## src/rtl/mem_access_ctrl.sv

```systemverilog
// rtl/mem_access_ctrl.sv - MEM-stage data-memory access controller (req/gnt/rvalid bus)
//
// Drives a variable-latency data bus for RV32I loads and stores and stalls the
// pipeline until the access finishes. The raw word-aligned read word is
// delivered on dram_data_mem_o; byte/half extraction happens downstream.
//
// Ports:
//   clk, rst_n          clock (rising edge), asynchronous active-low reset
//   instr_valid_mem_i   MEM-stage instruction valid
//   sl_type_mem_i       access type (LB/LH/LW/LBU/LHU/SB/SH/SW, else none)
//   alu_result_mem_i    effective byte address
//   store_data_mem_i    rs2 store data
//   dbus_req_o          bus request (registered)
//   dbus_we_o           write enable
//   dbus_addr_o         word address
//   dbus_wdata_o        lane-replicated write data
//   dbus_be_o           byte enables
//   dbus_gnt_i          request accepted
//   dbus_rvalid_i       read data valid
//   dbus_rdata_i        read data
//   mem_stall_o         hold IF..MEM, bubble into MEM/WB
//   dram_data_mem_o     captured read word
//   misalign_o          misaligned access flag
//   bus_err_o           timeout pulse

module mem_access_ctrl #(
  parameter int TIMEOUT_CYCLES = 16
) (
  input  logic        clk,
  input  logic        rst_n,
  input  logic        instr_valid_mem_i,
  input  logic [3:0]  sl_type_mem_i,
  input  logic [31:0] alu_result_mem_i,
  input  logic [31:0] store_data_mem_i,
  output logic        dbus_req_o,
  output logic        dbus_we_o,
  output logic [31:0] dbus_addr_o,
  output logic [31:0] dbus_wdata_o,
  output logic [3:0]  dbus_be_o,
  input  logic        dbus_gnt_i,
  input  logic        dbus_rvalid_i,
  input  logic [31:0] dbus_rdata_i,
  output logic        mem_stall_o,
  output logic [31:0] dram_data_mem_o,
  output logic        misalign_o,
  output logic        bus_err_o
);

  localparam int CW = $clog2(TIMEOUT_CYCLES + 1);

  typedef enum logic [1:0] {
    S_IDLE = 2'd0,
    S_REQ  = 2'd1,
    S_RESP = 2'd2,
    S_DONE = 2'd3
  } state_t;

  state_t        state;
  logic [CW-1:0] to_cnt;

  logic        is_load;
  logic        is_store;
  logic        is_half;
  logic        is_word;
  logic        misaligned;
  logic        mem_op;
  logic        aligned_op;
  logic        timeout_hit;
  logic [3:0]  be_next;
  logic [31:0] wdata_next;

  // Access-type decode; unlisted encodings fall through as "no access".
  always_comb begin
    is_load  = 1'b0;
    is_store = 1'b0;
    is_half  = 1'b0;
    is_word  = 1'b0;
    case (sl_type_mem_i)
      4'b0001, 4'b0100: is_load = 1'b1;
      4'b0010, 4'b0101: begin is_load = 1'b1;  is_half = 1'b1; end
      4'b0011:          begin is_load = 1'b1;  is_word = 1'b1; end
      4'b1001:          is_store = 1'b1;
      4'b1010:          begin is_store = 1'b1; is_half = 1'b1; end
      4'b1011:          begin is_store = 1'b1; is_word = 1'b1; end
      default: ;
    endcase
  end

  assign misaligned = (is_half && alu_result_mem_i[0]) ||
                      (is_word && (alu_result_mem_i[1:0] != 2'b00));
  assign mem_op     = instr_valid_mem_i && (is_load || is_store);
  assign aligned_op = mem_op && !misaligned;

  // Store data is replicated across lanes so the slave can pick any lane
  // selected by the byte enables without a shifter.
  always_comb begin
    be_next    = 4'b1111;
    wdata_next = 32'h0;
    if (is_store) begin
      if (is_word) begin
        be_next    = 4'b1111;
        wdata_next = store_data_mem_i;
      end else if (is_half) begin
        be_next    = alu_result_mem_i[1] ? 4'b1100 : 4'b0011;
        wdata_next = {2{store_data_mem_i[15:0]}};
      end else begin
        be_next    = 4'b0001 << alu_result_mem_i[1:0];
        wdata_next = {4{store_data_mem_i[7:0]}};
      end
    end
  end

  assign timeout_hit = (to_cnt == CW'(TIMEOUT_CYCLES - 1));

  // The IDLE-cycle stall must be combinational so the pipeline freezes on the
  // very edge that launches the request. Gated by rst_n so reset forces it low.
  assign mem_stall_o = rst_n && (((state == S_IDLE) && aligned_op) ||
                                 (state == S_REQ) || (state == S_RESP));
  assign misalign_o  = rst_n && (state == S_IDLE) && mem_op && misaligned;

  always_ff @(posedge clk or negedge rst_n) begin
    if (!rst_n) begin
      state           <= S_IDLE;
      to_cnt          <= '0;
      dbus_req_o      <= 1'b0;
      dbus_we_o       <= 1'b0;
      dbus_addr_o     <= 32'h0;
      dbus_wdata_o    <= 32'h0;
      dbus_be_o       <= 4'b0000;
      dram_data_mem_o <= 32'h0;
      bus_err_o       <= 1'b0;
    end else begin
      bus_err_o <= 1'b0;
      case (state)
        S_IDLE: begin
          to_cnt <= '0;
          if (aligned_op) begin
            dbus_addr_o  <= {alu_result_mem_i[31:2], 2'b00};
            dbus_we_o    <= is_store;
            dbus_be_o    <= be_next;
            dbus_wdata_o <= wdata_next;
            dbus_req_o   <= 1'b1;
            state        <= S_REQ;
          end
        end

        S_REQ: begin
          to_cnt <= to_cnt + CW'(1);
          if (dbus_gnt_i && (dbus_we_o || dbus_rvalid_i)) begin
            // Store accepted, or load answered in the grant cycle.
            dbus_req_o <= 1'b0;
            if (!dbus_we_o) dram_data_mem_o <= dbus_rdata_i;
            state <= S_DONE;
          end else if (timeout_hit) begin
            dbus_req_o      <= 1'b0;
            dram_data_mem_o <= 32'h0;
            bus_err_o       <= 1'b1;
            state           <= S_DONE;
          end else if (dbus_gnt_i) begin
            dbus_req_o <= 1'b0;
            state      <= S_RESP;
          end
        end

        S_RESP: begin
          to_cnt <= to_cnt + CW'(1);
          if (dbus_rvalid_i) begin
            dram_data_mem_o <= dbus_rdata_i;
            state           <= S_DONE;
          end else if (timeout_hit) begin
            dram_data_mem_o <= 32'h0;
            bus_err_o       <= 1'b1;
            state           <= S_DONE;
          end
        end

        S_DONE: begin
          // Pipeline advances on this edge; the next instruction is looked at
          // only once back in IDLE.
          to_cnt <= '0;
          state  <= S_IDLE;
        end

        default: state <= S_IDLE;
      endcase
    end
  end

endmodule

```

## config.mk

```make
export PLATFORM = sky130hd
export DESIGN_NAME = mem_access_ctrl
export DESIGN_NICKNAME = d
export VERILOG_FILES = /design/src/rtl/mem_access_ctrl.sv
export SDC_FILE = /design/constraint.sdc
export NUM_CORES = 1
export LEC_CHECK = 0
export ABC_AREA = 1
export ABC_CLOCK_PERIOD_IN_PS = 1900
export BUFFER_PORTS_ARGS = -buffer_cell sky130_fd_sc_hd__buf_2
export CAP_MARGIN = 20
export CORE_ASPECT_RATIO = 1.1
export CORE_UTILIZATION = 40
export CTS_BUF_LIST = sky130_fd_sc_hd__clkbuf_8
export CTS_CLUSTER_SIZE = 30
export DETAILED_ROUTE_END_ITERATION = 10
export PLACE_DENSITY_LB_ADDON = 0.15
export SETUP_SLACK_MARGIN = 0.3
export SLEW_MARGIN = 40
export SYNTH_ARGS = -nofsm -noshare
export SYNTH_HDL_FRONTEND = slang
export SYNTH_SLANG_ARGS = --single-unit
export TNS_END_PERCENT = 30
```

## constraint.sdc

```tcl
create_clock -name clk -period 1.9 [get_ports clk]
set_clock_uncertainty 0.05 [all_clocks]
set_input_delay 0.19 -clock clk [delete_from_list [all_inputs] [get_ports clk]]
set_output_delay 0.19 -clock clk [all_outputs]
set_load 0.01 [all_outputs]
```

==> results of run 1 <==
## synth_stat cells (all sizes together)
cell type	count	area share, %
a21oi	3	0.30
nor2	10	1.3
o21ai	12	1.3
clkbuf	4	0.32
nand3b	3	0.45
nand3	29	3.0
inv	100	7.5
nand4	1	0.12
nor3	2	0.20
nand2	273	21
o22ai	32	4.0
dfrtp	108	54
conb	1	0.075
buf	22	3.0
or2	16	2.0
ha	5	1.2
a21boi	2	0.30
## worst register-to-register path, stage by stage (launching register included)
cell	delay [ns]
sky130_fd_sc_hd__dfrtp_1	0.41
sky130_fd_sc_hd__inv_2	0.10
sky130_fd_sc_hd__ha_1	0.20
sky130_fd_sc_hd__inv_1	0.06
sky130_fd_sc_hd__nor2_1	0.15
sky130_fd_sc_hd__inv_1	0.09
sky130_fd_sc_hd__nand3b_1	0.15
sky130_fd_sc_hd__buf_6	0.27
sky130_fd_sc_hd__o22ai_1	0.15
## through the flow
step	worst slack, ns	utilization, %	std cells
floorplan	0.2510	-	624
global placement	0.1607	50.92	968
detailed placement	0.06463	50.92	968
CTS	0.1245	56.86	1030
global route	0.03350	57.30	1034
finish	0.1169	57.32	1035
## worst max path at each step
stage	to	from	cells past startpoint
global placement	dbus_wdata_o[30]	state[0]	8
floorplan	dram_data_mem_o[10]	state[0]	7
finish	mem_stall_o	state[0]	6
detailed placement	dbus_wdata_o[16]	state[0]	8
CTS	mem_stall_o	state[0]	6
global route	mem_stall_o	state[0]	7
## flip-flops by register name (all words and copies together), names as in the netlist
signal,count
dbus_wdata_o,32
bus_err_o,1
dram_data_mem_o,32
dbus_req_o,1
dbus_we_o,1
dbus_addr_o,30
dbus_be_o,4
state,2
to_cnt,5
## timing repair
item                       CTS  global route
buffers inserted             8             3
gates cloned                 2             0
hold endpoints to repair   144             1
gates resized for setup     14            10
hold buffers                37             1
pin swaps                    7             8
setup endpoints to repair  102           101
## layout by cell type (no fill, tap or decap), drive strengths merged
master,netlist,routed
buf,22,227
clkbuf,4,11
dlygate4sd3,0,38
nor3,2,2
clkinv,0,1
dfrtp,108,108
o21ai,12,12
or2,16,16
nand2,273,273
a21oi,3,3
o22ai,32,32
nand3,29,29
inv,100,100
bufinv,0,2
a21boi,2,2
clkinvlp,0,1
nand4,1,1
conb,1,2
ha,5,5
diode,0,1
nand3b,3,3
nor2,10,12
## power groups by stage
| stage | sequential (W) | combinational, W | clock (W) |
|---|---|---|---|
| 4_1_cts | 0.00388 | 0.00420 | 0.00162 |
| 2_1_floorplan | 0.00438 | 0.00185 | 0 |
| 3_5_place_dp | 0.00392 | 0.00395 | 0 |
| 6_report | 0.00389 | 0.00422 | 0.00155 |
| 3_3_place_gp | 0.00390 | 0.00386 | 0 |
| 5_1_grt | 0.00401 | 0.00471 | 0.00170 |
## layer usage
metal,wire [um],part of all wire [%],vias up
li1,-,-,2388
met1,5773,44,2162
met2,6477,49,137
met3,843,6.4,13
met4,162,1.2,2
met5,13,0.098,-
## layout make-up
cell class	count	area (um^2)	area share (%)
clock inverters	4	72.57	1.043
diodes	1	2.502	0.03596
flip-flops and latches	108	2703	38.84
repair buffers	265	1617	23.23
well taps	154	192.7	2.769
clock buffers	11	151.4	2.176
multi-input cells	392	1842	26.47
inverters	100	377.9	5.431
## logic make-up after synthesis
| family | count (synthesis) | share of synthesized area (%) |
|---|---|---|
| other | 1 | 0.07474 |
| AO/OA/AOI/OAI | 49 | 5.860 |
| adder cells (fa/ha/maj) | 5 | 1.247 |
| buffers and inverters | 126 | 10.87 |
| flip-flops | 108 | 53.87 |
| AND/OR/NAND/NOR | 334 | 28.08 |
==> Implementation_results.wiki, run 1 <==
{| class="wikitable"
! Metric !! Value
|-
| Run status || complete, no violations
|-
| GRT Max-Usage Layer || met2
|-
| Total count of max-transition violations in the final report || 0
|-
| Aggregate negative setup slack || 0 ns
|-
| Critical register-to-register path endpoint || dram_data_mem_o[13]
|-
| Maximum VDD drop || 0.0006832 V
|-
| Area of the die || 0.01300 mm^2
|-
| Data required, critical path || 1.66 ns
|-
| Smallest hold slack || 0.02079 ns
|-
| Sequential-to-total area share from yosys stat || 53.87%
|-
| H-tree depth || 3
|-
| DR pass1 iterations || 4
|-
| Detailed-route via count || 4702
|-
| Hold path startpoint || store_data_mem_i[1]
|-
| Total Wirelength || 13.27 mm
|-
| Post-layout net count || 986
|-
| Horiz. Die Dim || 108.8 um
|-
| Critical Path Start Type || flop
|-
| Flop pwr share || 40.3%
|-
| Power per unit of standard cell area || 1388 mW/mm^2
|-
| Power Internal || 0.005960 W
|-
| Area post-placement || 0.006181 mm^2
|-
| Critical Setup Path Class || reg -> out
|-
| Post-synthesis instance area || 0.005017 mm^2
|-
| Area of the core region || 0.01214 mm^2
|-
| Met3 Usage GRT || 4.926%
|-
| Type of the tightest min-delay check || in -> reg
|-
| Worst Max-Slew Pin Slew || 0.5663 ns
|-
| Global routing usage summed across all routing layers || 21.32%
|-
| Number of antenna violations at the first check in global routing || 1
|-
| Post-Synthesis Mean Instance Area || 8.053 um^2
|-
| Largest stage delay on the critical path || 0.41 ns
|-
| Layout cells sized above 1 || 33.18%
|-
| Standard-cell row count || 42
|-
| CP max FO || 6
|-
| Count of buffer and inverter cells on the critical path || 3
|-
| TritonCTS clock tree || yes
|-
| CP top delay family || buffers and inverters
|-
| Setup repair after global routing missed its margin || true
|-
| Layout overhead on the synthesized area || 38.68%
|-
| Register-to-register setup slack || 0.16 ns
|-
| Design Power || 0.009655 W
|-
| Final routed wire length divided by cell count || 12.82 um
|-
| Vias in the first global route || 4527
|-
| Syn Inst Count || 623
|-
| Max-cap violation count || 0
|-
| Maximum number of pins on one net before global-route repair || 46
|-
| Initial drt markers || 234
|-
| TritonCTS Buffers || 9
|-
| Met1 layer usage reported by global route || 27.11%
|-
| Final worst path period share || 93.85%
|-
| Final number of hold-violating endpoints || 0
|-
| Global routing usage on met2 || 35.64%
|-
| Worst Hold End || dbus_wdata_o[1]
|-
| Kind of end point of the critical path || output port
|-
| Slowest cell on the critical path || sky130_fd_sc_hd__dfrtp_1
|-
| Cell Chain, Critical Path || buf_4, ha_2, buf_6, nor2_2, a21boi_2, buf_2
|-
| Clock insertion delay at the later pin of the skew report || 0.36 ns
|-
| Clock network power share || 16.1%
|-
| Clock sink count || 108
|-
| Number of top-level pins || 210
|-
| Switching Share || 38.28%
|-
| Wire length of the first global-routing pass || 21.74 mm
|-
| Initial core utilization || 41.33%
|-
| Startpoint of the worst-slack reg-to-reg timing path || state[0]
|-
| Antenna Violating Nets Remaining || 0
|-
| Leftover overflow at the end of global routing || 0
|-
| Clock root buffer || sky130_fd_sc_hd__clkbuf_8
|-
| Final GP Congestion || 0.8368
|-
| Yosys warning count || 0
|-
| Final-report setup violation count || 0
|-
| Die H || 119.5 um
|-
| Post-synthesis register bit count || 108
|-
| Post-detail-place hpwl || 9.085 mm
|-
| Min Clock Period, post-route || 1.783 ns
|-
| Average via count per standard cell || 4.543
|-
| Proportion of power drawn by combinational gates || 43.7%
|-
| Worst R2R Path Depth || 8
|-
| Number of different library cells in the post-synthesis netlist || 31
|-
| Arrival @ worst endpoint || 1.54 ns
|-
| Fillers || 1155
|-
| Total DRC errors in the routed layout || 0
|-
| Max Clock Freq || 0.5608 GHz
|-
| P_sw || 0.003696 W
|-
| Cell leakage power || 4.136 nW
|-
| Headroom to the max-slew limit || 62.25%
|-
| Clock Path Buffers || 2
|-
| Port Buffer Count || 207
|-
| Non-Filler Cell Area, Final || 0.006958 mm^2
|-
| Clock transition at the registers of the reported paths || 0.10 ns
|-
| Hold path depth || 3
|}
Power figures use the tool's default switching activity.
==> run 2, diff against run 1 <==
- ABC_CLOCK_PERIOD_IN_PS: 1900 -> 1830
- HOLD_SLACK_MARGIN: not set -> 0.06
- clock period: 1.9 -> 1.83 ns (I/O delays scaled with it)
==> Implementation_results.wiki, run 2 (same netlist as run 1, synthesis figures left out) <==
{| class="wikitable"
! Metric !! Value
|-
| Startpoint of the worst-slack reg-to-reg timing path || state[0] (unchanged)
|-
| Global routing usage summed across all routing layers || 23.21% (was 21.32%)
|-
| Vias in the first global route || 4970 (was 4527)
|-
| Multi-input combinational cell area || 0.002111 mm^2 (was 0.001842 mm^2)
|-
| Port Buffer Count || 207 (unchanged)
|-
| Total DRC errors in the routed layout || 0 (unchanged)
|-
| Most frequent cells in the layout || sky130_fd_sc_hd__nand2_1, sky130_fd_sc_hd__buf_2, sky130_fd_sc_hd__dfrtp_1 (unchanged)
|-
| TritonCTS clock tree || yes (unchanged)
|-
| Min Clock Period, post-route || 1.809 ns
|-
| Aggregate negative setup slack || 0 ns (unchanged)
|-
| Maximum VDD drop || 0.0008393 V (was 0.0006832 V)
|-
| Initial core utilization || 41.33% (unchanged)
|-
| Number of antenna repair diodes || 0 (was 1)
|-
| Power per unit of standard cell area || 1456 mW/mm^2 (was 1388 mW/mm^2)
|-
| Number of top-level pins || 210 (unchanged)
|-
| Kind of end point of the critical path || output port (unchanged)
|-
| Die H || 119.5 um (unchanged)
|-
| Cell leakage power || 4.422 nW (was 4.136 nW)
|-
| Total Wirelength || 15.68 mm (was 13.27 mm)
|-
| Clock Path Buffers || 2 (unchanged)
|-
| Run status || complete, no violations (unchanged)
|-
| Final design utilization || 64.01% (was 57.32%)
|-
| Critical register-to-register path endpoint || dram_data_mem_o[29] (was dram_data_mem_o[13])
|-
| Clock sink count || 108 (unchanged)
|-
| Critical Setup Path Class || reg -> out (unchanged)
|-
| Storage cell area || 0.002703 mm^2 (unchanged)
|-
| Max Clock Freq || 0.5527 GHz
|-
| Standard-cell row count || 42 (unchanged)
|-
| Total count of max-transition violations in the final report || 0 (unchanged)
|-
| Arrival @ worst endpoint || 1.58 ns (was 1.54 ns)
|-
| TritonCTS Buffers || 9 (unchanged)
|-
| Final routed wire length divided by cell count || 14.48 um (was 12.82 um)
|-
| Headroom to the max-slew limit || 60.82% (was 62.25%)
|-
| Worst R2R Path Depth || 9 (was 8)
|-
| CP max FO || 3 (was 6)
|-
| Final worst path period share || 98.87%
|-
| Leftover overflow at the end of global routing || 0 (unchanged)
|-
| Commonest non-fill, non-tap cell in the layout || sky130_fd_sc_hd__nand2_1 (unchanged)
|-
| Post-detail-place hpwl || 9.420 mm (was 9.085 mm)
|-
| H-tree depth || 3 (unchanged)
|-
| Clock transition at the registers of the reported paths || 0.11 ns (was 0.10 ns)
|-
| Post-layout net count || 1034 (was 986)
|-
| Type of the tightest min-delay check || in -> reg (unchanged)
|-
| Register-to-register setup slack || 0.02 ns (was 0.16 ns)
|-
| Area of the die || 0.01300 mm^2 (unchanged)
|-
| Clock insertion delay at the later pin of the skew report || 0.37 ns (was 0.36 ns)
|-
| Worst Max-Slew Pin Slew || 0.5877 ns (was 0.5663 ns)
|-
| Layout cells sized above 1 || 35.95% (was 33.18%)
|-
| Detailed-route via count || 5147 (was 4702)
|-
| Clock root buffer || sky130_fd_sc_hd__clkbuf_8 (unchanged)
|-
| Wire length of the first global-routing pass || 23.47 mm (was 21.74 mm)
|-
| Critical Path Start Type || flop (unchanged)
|-
| Hold path depth || 4 (was 3)
|-
| Layout overhead on the synthesized area || 54.86% (was 38.68%)
|-
| Antenna Violating Nets Remaining || 0 (unchanged)
|-
| Area of the core region || 0.01214 mm^2 (unchanged)
|-
| Average via count per standard cell || 4.753 (was 4.543)
|-
| Regs by FF count || dbus_wdata_o: 32 flops, dram_data_mem_o: 32 flops, dbus_addr_o: 30 flops (unchanged)
|-
| Data required, critical path || 1.60 ns (was 1.66 ns)
|-
| Final GP Congestion || 0.8109 (was 0.8368)
|-
| DR pass1 iterations || 4 (unchanged)
|-
| Setup repair after global routing missed its margin || true (unchanged)
|-
| Worst Hold End || bus_err_o (was dbus_wdata_o[1])
|-
| Horiz. Die Dim || 108.8 um (unchanged)
|-
| Fillers || 1043 (was 1155)
|-
| Max-cap violation count || 0 (unchanged)
|-
| Hold path startpoint || dbus_rvalid_i (was store_data_mem_i[1])
|-
| Number of antenna violations at the first check in global routing || 0 (was 1)
|-
| Final number of hold-violating endpoints || 0 (unchanged)
|-
| Maximum number of pins on one net before global-route repair || 66 (was 46)
|-
| Launch point of the critical path || state[0] (unchanged)
|-
| Initial drt markers || 181 (was 234)
|-
| Final-report setup violation count || 0 (unchanged)
|}
==> run 2: layer usage <==
layer / vias to the layer above / track usage, % / routed length, um
li1: 2484 / - / -
met1: 2453 / 27.33 / 6148
met2: 180 / 40.86 / 8215
met3: 30 / 5.528 / 993
met4: 0 / 7.686 / 323
met5: - / 0 / 0
==> run 2: power breakdown <==
part | leakage (nW) | switching, W | internal [W]
registers | 1.37 | 0.000603 | 0.00347
logic | 2.97 | 0.00318 | 0.00271
clock network | 0.0860 | 0.000852 | 0.000503
total | 4.42 | 0.00464 | 0.00668
==> run 2: cell type report <==
class,count,share of cell area (%)
flip-flops and latches,108,34.78
well taps,154,2.480
clock buffers,9,1.594
repair buffers,313,28.08
inverters,100,5.233
clock inverters,7,0.6602
multi-input cells,392,27.17
==> run 2: critical path: stages (launching register included) <==
cell and delay [ns]:
sky130_fd_sc_hd__dfrtp_1 0.41, sky130_fd_sc_hd__inv_2 0.11, sky130_fd_sc_hd__ha_4 0.17, sky130_fd_sc_hd__inv_4 0.04, sky130_fd_sc_hd__nor2_4 0.14, sky130_fd_sc_hd__nand2_8 0.07, sky130_fd_sc_hd__a21boi_2 0.11, sky130_fd_sc_hd__buf_2 0.14
==> run 2: worst max-delay path by stage <==
stage / end / slack [ns] / cells past startpoint
2_1_floorplan: dram_data_mem_o[10] / 0.26 / 7
3_3_place_gp: dbus_wdata_o[30] / 0.19 / 8
3_5_place_dp: dram_data_mem_o[19] / 0.12 / 7
4_1_cts: dram_data_mem_o[8] / 0.06 / 8
5_1_grt: mem_stall_o / -0.07 / 7
6_report: mem_stall_o / 0.02 / 7
==> run 2: what timing repair did <==
| item | in CTS | in global routing |
|---|---|---|
| resized for setup | 8 | 67 |
| hold buffers | 79 | 0 |
| cloned | 2 | 5 |
| setup buffers | 9 | 5 |
| setup endpoints to repair | 103 | 103 |
| pin swaps | 6 | 12 |
| hold endpoints to repair | 186 | 0 |
==> run 2: through the flow <==
step / power, W / hold WS [ns] / setup slack [ns] / instances / area (um^2)
CTS: 0.009992 / 0.07430 / 0.06010 / 1073 / 7274
finish: 0.01132 / 0.1099 / 0.02077 / 1083 / 7770
global placement: 0.008160 / 0.2962 / 0.1867 / 967 / 6191
global route: 0.01212 / 0.09683 / -0.06542 / 1083 / 7770
detailed placement: 0.008334 / 0.3025 / 0.1205 / 967 / 6191
floorplan: 0.006568 / -0.1626 / 0.2647 / 624 / 5065
